`src/rtl/mem_access_stage.sv`:
```
// MEM stage of the RV64IM(+A) pipeline: loads, stores, LR/SC and AMO read-modify-write.
// Optional misaligned-access trapping is enabled by defining MEM_MISALIGN_CHECK_EN.
module mem_access_stage #(
  parameter int RESV_GRAN_LOG2 = 3
) (
  input  logic        clock,
  input  logic        reset,
  input  logic        load_i,
  input  logic        store_i,
  input  logic [2:0]  funct3_i,
  input  logic [63:0] aluout_i,
  input  logic [63:0] sdata_i,
  input  logic        wen_i,
  input  logic [4:0]  rd_i,
  input  logic        csr_wen_i,
  input  logic [11:0] csr_addr_i,
  input  logic [63:0] csr_wdata_i,
  input  logic        rva_valid_i,
  input  logic [4:0]  funct5_i,
  input  logic        exception_i,
  input  logic [63:0] mcause_i,
  input  logic [63:0] pc_i,
  output logic [63:0] dmem_addr,
  output logic        dmem_ren,
  output logic        dmem_wen,
  output logic [7:0]  dmem_wmask,
  output logic [63:0] dmem_wdata,
  input  logic [63:0] dmem_rdata,
  output logic        stall_o,
  output logic        wen_o,
  output logic [4:0]  rd_o,
  output logic [63:0] wdata_o,
  output logic        csr_wen_o,
  output logic [11:0] csr_addr_o,
  output logic [63:0] csr_wdata_o,
  output logic        exception_o,
  output logic [63:0] mcause_o,
  output logic [63:0] pc_o
);

  localparam logic [4:0] F5_ADD  = 5'b00000;
  localparam logic [4:0] F5_SWAP = 5'b00001;
  localparam logic [4:0] F5_LR   = 5'b00010;
  localparam logic [4:0] F5_SC   = 5'b00011;
  localparam logic [4:0] F5_XOR  = 5'b00100;
  localparam logic [4:0] F5_OR   = 5'b01000;
  localparam logic [4:0] F5_AND  = 5'b01100;
  localparam logic [4:0] F5_MIN  = 5'b10000;
  localparam logic [4:0] F5_MAX  = 5'b10100;
  localparam logic [4:0] F5_MINU = 5'b11000;
  localparam logic [4:0] F5_MAXU = 5'b11100;

  typedef enum logic [1:0] {IDLE, LD_WAIT, AMO_RD, AMO_WR} state_t;

  state_t                   state_q, state_d;
  logic [63:0]              amo_old_q, amo_old_d;
  logic                     resv_valid_q, resv_valid_d;
  logic [63:RESV_GRAN_LOG2] resv_addr_q, resv_addr_d;

  function automatic logic [7:0] size_mask(input logic [1:0] sz);
    case (sz)
      2'b00:   return 8'h01;
      2'b01:   return 8'h03;
      2'b10:   return 8'h0F;
      default: return 8'hFF;
    endcase
  endfunction

  function automatic logic [63:0] load_extend(input logic [63:0] rdata, input logic [2:0] f3,
                                              input logic [2:0] off);
    logic [63:0] sh;
    sh = rdata >> {off, 3'b000};
    case (f3)
      3'b000:  return {{56{sh[7]}}, sh[7:0]};
      3'b001:  return {{48{sh[15]}}, sh[15:0]};
      3'b010:  return {{32{sh[31]}}, sh[31:0]};
      3'b100:  return {56'b0, sh[7:0]};
      3'b101:  return {48'b0, sh[15:0]};
      3'b110:  return {32'b0, sh[31:0]};
      default: return sh;
    endcase
  endfunction

  function automatic logic is_amo_op(input logic [4:0] f5);
    case (f5)
      F5_SWAP, F5_ADD, F5_XOR, F5_AND, F5_OR,
      F5_MIN, F5_MAX, F5_MINU, F5_MAXU: return 1'b1;
      default:                          return 1'b0;
    endcase
  endfunction

  // Word ops compare 32-bit values; the written result only uses the low lanes.
  function automatic logic [63:0] amo_compute(input logic [4:0] f5, input logic [63:0] a,
                                              input logic [63:0] b, input logic is_word);
    logic signed [63:0] as_v, bs_v;
    logic        [63:0] au_v, bu_v;
    logic               lt_s, lt_u;
    if (is_word) begin
      as_v = {{32{a[31]}}, a[31:0]};
      bs_v = {{32{b[31]}}, b[31:0]};
      au_v = {32'b0, a[31:0]};
      bu_v = {32'b0, b[31:0]};
    end else begin
      as_v = a;
      bs_v = b;
      au_v = a;
      bu_v = b;
    end
    lt_s = as_v < bs_v;
    lt_u = au_v < bu_v;
    case (f5)
      F5_SWAP: return b;
      F5_ADD:  return a + b;
      F5_XOR:  return a ^ b;
      F5_AND:  return a & b;
      F5_OR:   return a | b;
      F5_MIN:  return lt_s ? a : b;
      F5_MAX:  return lt_s ? b : a;
      F5_MINU: return lt_u ? a : b;
      F5_MAXU: return lt_u ? b : a;
      default: return a;
    endcase
  endfunction

`ifdef MEM_MISALIGN_CHECK_EN
  function automatic logic is_misaligned(input logic [1:0] sz, input logic [2:0] off);
    case (sz)
      2'b00:   return 1'b0;
      2'b01:   return off[0];
      2'b10:   return off[1:0] != 2'b00;
      default: return off != 3'b000;
    endcase
  endfunction
`endif

  logic        is_ld, is_st, is_lr, is_sc, is_amo, misalign, sc_ok;
  logic [2:0]  off;
  logic [7:0]  lane_mask;
  logic [63:0] load_val, amo_res;

  assign off       = aluout_i[2:0];
  assign is_lr     = rva_valid_i && (funct5_i == F5_LR);
  assign is_sc     = rva_valid_i && (funct5_i == F5_SC);
  assign is_amo    = rva_valid_i && is_amo_op(funct5_i);
  assign is_ld     = !rva_valid_i && load_i;
  assign is_st     = !rva_valid_i && store_i;
  assign lane_mask = size_mask(funct3_i[1:0]) << off;
  assign load_val  = load_extend(dmem_rdata, funct3_i, off);
  assign amo_res   = amo_compute(funct5_i, amo_old_q, sdata_i, funct3_i[1:0] == 2'b10);
  assign sc_ok     = resv_valid_q && (resv_addr_q == aluout_i[63:RESV_GRAN_LOG2]);

`ifdef MEM_MISALIGN_CHECK_EN
  assign misalign  = (is_ld || is_st || is_lr || is_sc || is_amo) &&
                     is_misaligned(funct3_i[1:0], off);
`else
  assign misalign  = 1'b0;
`endif

  assign dmem_addr   = {aluout_i[63:3], 3'b000};
  assign rd_o        = rd_i;
  assign csr_addr_o  = csr_addr_i;
  assign csr_wdata_o = csr_wdata_i;
  assign pc_o        = pc_i;

  always_comb begin
    state_d      = state_q;
    amo_old_d    = amo_old_q;
    resv_valid_d = resv_valid_q;
    resv_addr_d  = resv_addr_q;
    dmem_ren     = 1'b0;
    dmem_wen     = 1'b0;
    dmem_wmask   = lane_mask;
    dmem_wdata   = sdata_i << {off, 3'b000};
    stall_o      = 1'b0;
    wen_o        = 1'b0;
    wdata_o      = aluout_i;
    csr_wen_o    = csr_wen_i;
    exception_o  = exception_i;
    mcause_o     = mcause_i;
    case (state_q)
      IDLE: begin
        if (exception_i) begin
          csr_wen_o    = 1'b0;
          resv_valid_d = 1'b0;
        end else if (misalign) begin
          exception_o  = 1'b1;
          mcause_o     = (is_ld || is_lr) ? 64'd4 : 64'd6;
          csr_wen_o    = 1'b0;
          resv_valid_d = 1'b0;
        end else if (is_ld || is_lr) begin
          dmem_ren = 1'b1;
          stall_o  = 1'b1;
          state_d  = LD_WAIT;
        end else if (is_sc) begin
          resv_valid_d = 1'b0;
          wen_o        = wen_i;
          dmem_wen     = sc_ok;
          wdata_o      = sc_ok ? 64'd0 : 64'd1;
        end else if (is_amo) begin
          dmem_ren = 1'b1;
          stall_o  = 1'b1;
          state_d  = AMO_RD;
        end else if (is_st) begin
          dmem_wen = 1'b1;
        end else begin
          wen_o = wen_i;
        end
      end
      // read data for the request issued last cycle is on dmem_rdata
      LD_WAIT: begin
        wdata_o = load_val;
        wen_o   = wen_i;
        state_d = IDLE;
        if (is_lr) begin
          resv_valid_d = 1'b1;
          resv_addr_d  = aluout_i[63:RESV_GRAN_LOG2];
        end
      end
      AMO_RD: begin
        amo_old_d = load_val;
        stall_o   = 1'b1;
        state_d   = AMO_WR;
      end
      AMO_WR: begin
        dmem_wen   = 1'b1;
        dmem_wdata = amo_res << {off, 3'b000};
        wdata_o    = amo_old_q;
        wen_o      = wen_i;
        state_d    = IDLE;
      end
      default: state_d = IDLE;
    endcase
    if (reset) begin
      dmem_ren = 1'b0;
      dmem_wen = 1'b0;
      stall_o  = 1'b0;
      wen_o    = 1'b0;
    end
  end

  always_ff @(posedge clock) begin
    if (reset) begin
      state_q      <= IDLE;
      resv_valid_q <= 1'b0;
      amo_old_q    <= '0;
    end else begin
      state_q      <= state_d;
      resv_valid_q <= resv_valid_d;
      amo_old_q    <= amo_old_d;
    end
    resv_addr_q <= resv_addr_d;
  end

endmodule

```
`config.mk`:
```
export PLATFORM = sky130hd
export DESIGN_NAME = mem_access_stage
export DESIGN_NICKNAME = d
export VERILOG_FILES = /design/src/rtl/mem_access_stage.sv
export SDC_FILE = /design/constraint.sdc
export NUM_CORES = 1
export LEC_CHECK = 0
export BUFFER_PORTS_ARGS = -buffer_cell sky130_fd_sc_hd__buf_4
export CAP_MARGIN = 25
export CORE_AREA = 4 4 320 322
export DETAILED_ROUTE_END_ITERATION = 8
export DIE_AREA = 0 0 324 326
export PLACE_DENSITY = 0.42
export SLEW_MARGIN = 30
export SYNTH_ARGS = -nofsm -noshare
export SYNTH_HDL_FRONTEND = slang
export SYNTH_SLANG_ARGS = --single-unit
```
`constraint.sdc`:
```
create_clock -name clock -period 10 [get_ports clock]
set_input_delay 1.5 -clock clock [delete_from_list [all_inputs] [get_ports clock]]
set_output_delay 1.5 -clock clock [all_outputs]
set_load 0.03 [all_outputs]
```
# Word level (Yosys, flattened, before mapping)
# Memories as Yosys holds them, arrays and structs flattened.
# Cells that the tools add are included.
[op_classes]
add_sub_neg = 1
order_cmp = 2
eq_ne = 27
shift = 4
muxes = 53
n_bitwise = 3
reduce_logical = 17
[ops]
columns = ["cell", "count"]
rows = [
  ["2-to-1 mux 64 bit", 12],
  ["case mux 64 bit (9 select lines)", 1],
  ["case mux 64 bit (6 select lines)", 1],
  ["case mux 64 bit (3 select lines)", 1],
  ["< comparator 64 bit", 2],
  ["<< shifter 64 x 6 -> 64 bit", 2],
  ["adder 64 bit", 1],
  ["AND 64 bit", 1],
  ["bitwise OR 64 bit", 1],
  ["right shift 64 x 6 -> 64 bit", 1],
  ["XOR 64 bit", 1],
  ["== test 61 bit", 1],
  ["2-to-1 mux 1 bit", 28],
  ["case mux 8 bit (3 select lines)", 1],
  ["== test 5 bit (second input constant)", 4],
  ["!= test 3 bit (second input constant)", 4],
  ["== test 5 x 2 -> 1 bit (second input constant)", 2],
  ["== test 5 x 4 -> 1 bit (second input constant)", 2],
  ["== test 3 bit (second input constant)", 3],
  ["2-to-1 mux 2 bit", 4],
  ["case mux 1 bit (2 select lines)", 4],
  ["<< shifter 8 x 3 -> 8 bit", 1],
  ["== test 2 bit (second input constant)", 3],
  ["logical AND 1 bit", 6],
  ["other kinds (17)", 20],
]
[totals]
regBits = 128
mem_bits_ro = 32
output_inout_bits = 415
elab_cells = 112
mem_count = 1
[mem_list]
columns = ["name", "depth", "word_bits", "rd", "rd_clocked_by_memory_dff", "wr", "line", "rtl"]
rows = [
  ["(name not given)", 32, 1, 1, 0, 0, "85", "case (f5)"],
]

# Depth between registers and ports, before layout
[depth]
depth_word = 9
depth_mapped = 22
depth_no_buf = 17

# Worst setup path before layout
# OpenSTA, ideal clock, no wires.
[synth_timing]
path_kind = "input -> register"
start = "in funct5_i[2]"
end = "reg resv_addr_q[10] (netlist name) (enable)"
arrival_ns = 8.019
required_ns = 9.369
path_slack_ns = 1.350
stages = 5
n_path_buf = 2
path_cell_list = "clkbuf_1 inv_1 clkbuf_1 nand2_1 nor4_1"
[synth_via]
elab_chain_len = 3
[synth_lines]
columns = ["element", "line", "rtl"]
rows = [
  ["start, declared", "19", "input logic [4:0] funct5_i,"],
  ["== test 5 x 2 -> 1 bit", "142", "assign is_lr = rva_valid_i && (funct5_i == F5_LR);"],
  ["logical AND 1 bit", "142", ""],
  ["AND reduction 2 bit (no source line)", "--", ""],
  ["end signal, assigned", "251", "resv_addr_q <= resv_addr_d;"],
  ["end, declared", "58", "logic [63:RESV_GRAN_LOG2] resv_addr_q, resv_addr_d;"],
]
# No other way between the ends.
# A chain may end at the register's enable or synchronous reset.

# Worst setup path after layout
[layout_timing]
start = "in funct3_i[0]"
end = "out dmem_wdata[58]"
[layout_via]
elab_chain_len = 7
[layout_lines]
columns = ["element", "line", "rtl"]
rows = [
  ["start, declared", "10", "input logic [2:0] funct3_i,"],
  ["== test 2 bit *", "149", "assign amo_res = amo_compute(funct5_i, amo_old_q, sdata_i, funct3_i[1:0] == 2'b10);"],
  ["2-to-1 mux 64 bit", "98", "if (is_word) begin"],
  ["< comparator 64 bit (on tied branches)", "110, 109", ""],
  ["2-to-1 mux 64 bit (on tied branches)", "--", ""],
  ["case mux 64 bit (9 select lines) *", "111", "case (f5)"],
  ["<< shifter 64 x 6 -> 64 bit *", "226", "dmem_wdata = amo_res << {off, 3'b000};"],
  ["2-to-1 mux 64 bit *", "180", "case (state_q)"],
  ["end, declared", "27", "output logic [63:0] dmem_wdata,"],
]
# Every way passes the cells marked *; elsewhere a longest branch is shown, timed or not.

==> flow_summary.json <==
{
  "period_needed_ps": 9628,
  "drt_iter0_markers": 3558,
  "final-setup-viol-count": 0,
  "grt_antenna_before_repair": 11,
  "regArea_um2": 3173,
  "yosysSeqAreaShare_pct": 13.10,
  "die_w_um": 324,
  "ant_nets": 0,
  "hold_viol_final": 0,
  "post_cts_buffers": 0,
  "cts.sinks": 128,
  "status": "finished clean",
  "initial_core_util_pct": 24.33,
  "nets": 4109,
  "hold_class": "flip-flop to flip-flop",
  "port_buffers": 410,
  "synth_cell_types": 99,
  "criticalPathCategory": "input port to primary output",
  "cts_inserted_buffers": 17,
  "area.growth.synth_to_final_pct": 13.05,
  "grt_pass1_wl_mm": 215.6,
  "p_leak_uw": 0.01189,
  "pwr_density_cell_nw_per_um2": 92.24,
  "grt_start_max_net_pins": 77,
  "yosys.area_share.simple_pct": 18.39,
  "finalCritPeriodShare_pct": 96.28,
  "dp.final_hpwl_mm": 128.6,
  "cap_violations": 0,
  "cts_hold_buf": 0,
  "die_area_um2": 105600,
  "ys.flop_type": "dfxtp_1",
  "multi_input_area_um2": 17310,
  "critPathCaptureType": "primary output",
  "io_pins": 832,
  "avgSynthCellArea_um2": 7.008,
  "overflow": 0,
  "num_rows": 116,
  "wl_mm": 159.3,
  "synthMuxAreaShare_pct": 5.066,
  "synth_compound_area_share_pct": 32.65,
  "synth_top_family_by_area": "compound AO/OA/AOI/OAI gates",
  "tightest_slew_ps": 1194,
  "wl_per_cell_um": 33.35,
  "fin_skew_ps": 11.51,
  "fin_setup_tns_ps": 0,
  "fin_util_pct": 27.51,
  "cts_htree_levels": 4,
  "startpoint_type": "input port",
  "clk_pin_slew_ps": 60,
  "rsz0062_at_grt": "false",
  "cts_buffer_depth": 2,
  "worstPathArrival_ps": 8130,
  "drive_gt1_share_pct": 18.36,
  "path_max_fanout": 58,
  "synth_xor_area_share_pct": 2.856,
  "root_buffer": "clkbuf_16",
  "core-area_um2": 99570,
  "synthArstFlopShare_pct": 0,
  "drtPass1Iterations": 6,
  "grt_pass1_vias": 26050,
  "slew_headroom_pct": 19.81,
  "tritoncts": "done",
  "synth_area_um2": 24230,
  "drt-vias-per-instance": 5.882,
  "clock.fmax_mhz": 103.9,
  "ir_worst_vdd_v": 0.0001282,
  "drc_errors": 0,
  "routabilityCongestion": 1.042,
  "cp.required_ps": 8500,
  "synthAdderAreaFrac_pct": 11.86,
  "die_height_um": 326,
  "synth_seq_cells": 128,
  "grt_use_total_pct": 28.69,
  "vias": 28100,
  "power_uw": 2527,
  "clock_latency_ps": 450,
  "synth_cells": 3457,
  "fillers": 11187,
  "synth_warnings": 0,
  "cts_resized": 0,
  "synth_edf_count": 61,
  "slew_violations": 0
}
==> per-stage QoR <==
step | hold slack [ps] | cell area [um2] | instances | setup slack [ps]
after floorplan | 471.6 | 24240 | 3459 | 1350
after global placement | 519.8 | 26730 | 4741 | 774.7
after detailed placement | 520.9 | 26750 | 4741 | 748.3
after CTS | 528.0 | 27350 | 4772 | 738.6
after global routing | 558.6 | 27390 | 4777 | 367.7
final | 529.8 | 27390 | 4777 | 371.8
==> synth_stat cells, drive strengths merged, types with 33 or more instances <==
cell	n	share of area, %
ha	228	12
a211oi	52	1.6
nor4	33	1.1
a22oi	65	2.0
clkbuf	195	3.0
nand3	41	0.94
nor2	269	4.2
dfxtp	67	5.5
buf	326	9.6
a31oi	35	0.93
edfxtp	61	7.6
a22o	37	1.3
o22ai	59	1.5
a221oi	50	1.8
nand4	49	1.3
mux2i	81	3.3
a21o	46	1.4
xnor2	58	2.1
nor3	59	1.3
nand2	414	6.4
o21ai	246	5.1
inv	220	3.4
a21oi	291	6.0
==> logic make-up (layout without fill, tap and decap cells) <==
logic type,after synthesis,in the layout
AOI/OAI and AO/OA,1183,1183
xor gates and xnor gates,79,79
adders and majority gates,229,229
buffers and inverters,746,762
DFF,128,128
muxes,111,111
other,1,7
and+or+nand+nor,980,980
==> per-layer routing <==
metal / part of all wire [%] / global-route usage (%) / wire, um / up-vias
li1: - / - / - / 12347
met1: 43 / 39.33 / 68170 / 13677
met2: 42 / 41.99 / 66950 / 1702
met3: 9.9 / 7.517 / 15790 / 362
met4: 5.2 / 12.56 / 8268 / 12
met5: 0.092 / 0.5556 / 146 / -
==> area by class of cell <==
type                            count  area share (%)
Clock inverter                      8          0.3746
Sequential cell                   128           11.58
Tap cell                         1298           5.929
Multi-Input combinational cell   2585           63.18
Inverter                          225           3.088
Antenna cell                        4         0.03654
Timing Repair Buffer              506           13.99
Clock buffer                       23           1.818
==> flip-flops by register name, summed over array words and instances, names as in the netlist <==
register	cells
amo_old_q	64
state_q	2
resv_addr_q	61
resv_valid_q	1
==> cells in the final DEF (no fill, tap or decap), types with 30 or more instances in the layout <==
cell type and n:
a211oi_1 50, a21o_1 45, a21oi_1 288, a221oi_1 50, a22o_1 37, a22oi_1 65
a311oi_1 30, a31oi_1 34, buf_4 504, dfxtp_1 67, edfxtp_1 61, ha_1 225
inv_1 219, mux2i_1 81, nand2_1 412, nand3_1 38, nand4_1 49, nor2_1 263
nor3_1 55, o21ai_0 240, o22ai_1 59, xnor2_1 58
==> power breakdown <==
group	switching, uW	internal (uW)	leakage, uW
Combinational	873	400	0.0105
Sequential	28.0	559	0.00109
Clock	264	402	0.000299
==> path summary, 6_finish.rpt <==
check / from / endpoint / slack, ps / depth (start not counted)
setup / recovery: funct3_i[0] / dmem_wdata[58] / 370 / 21
hold / removal: amo_old_q[22]$_SDFFE_PP0P_ / amo_old_q[22]$_SDFFE_PP0P_ / 530 / 2
setup reg to reg: state_q[1]$_SDFFE_PP0P_ / resv_addr_q[13]$_DFFE_PP_ / 7230 / 5
hold reg to reg: amo_old_q[22]$_SDFFE_PP0P_ / amo_old_q[22]$_SDFFE_PP0P_ / 530 / 2
==> critical path: stages <==
cell and delay (ps):
buf_4 130, clkinv_1 280, nand2_4 480, buf_12 310
nand2_1 120, inv_1 100, ha_1 240, a21oi_1 150
o21a_1 130, nor2_1 40, o31a_1 270, nor3_1 940
a31oi_2 440, nor3_2 630, nor3_2 170, buf_4 240
o21ai_0 620, a32oi_1 130, mux2i_1 570, a32o_1 380
buf_4 220
Note: power is estimated with default switching activity, not from simulation.
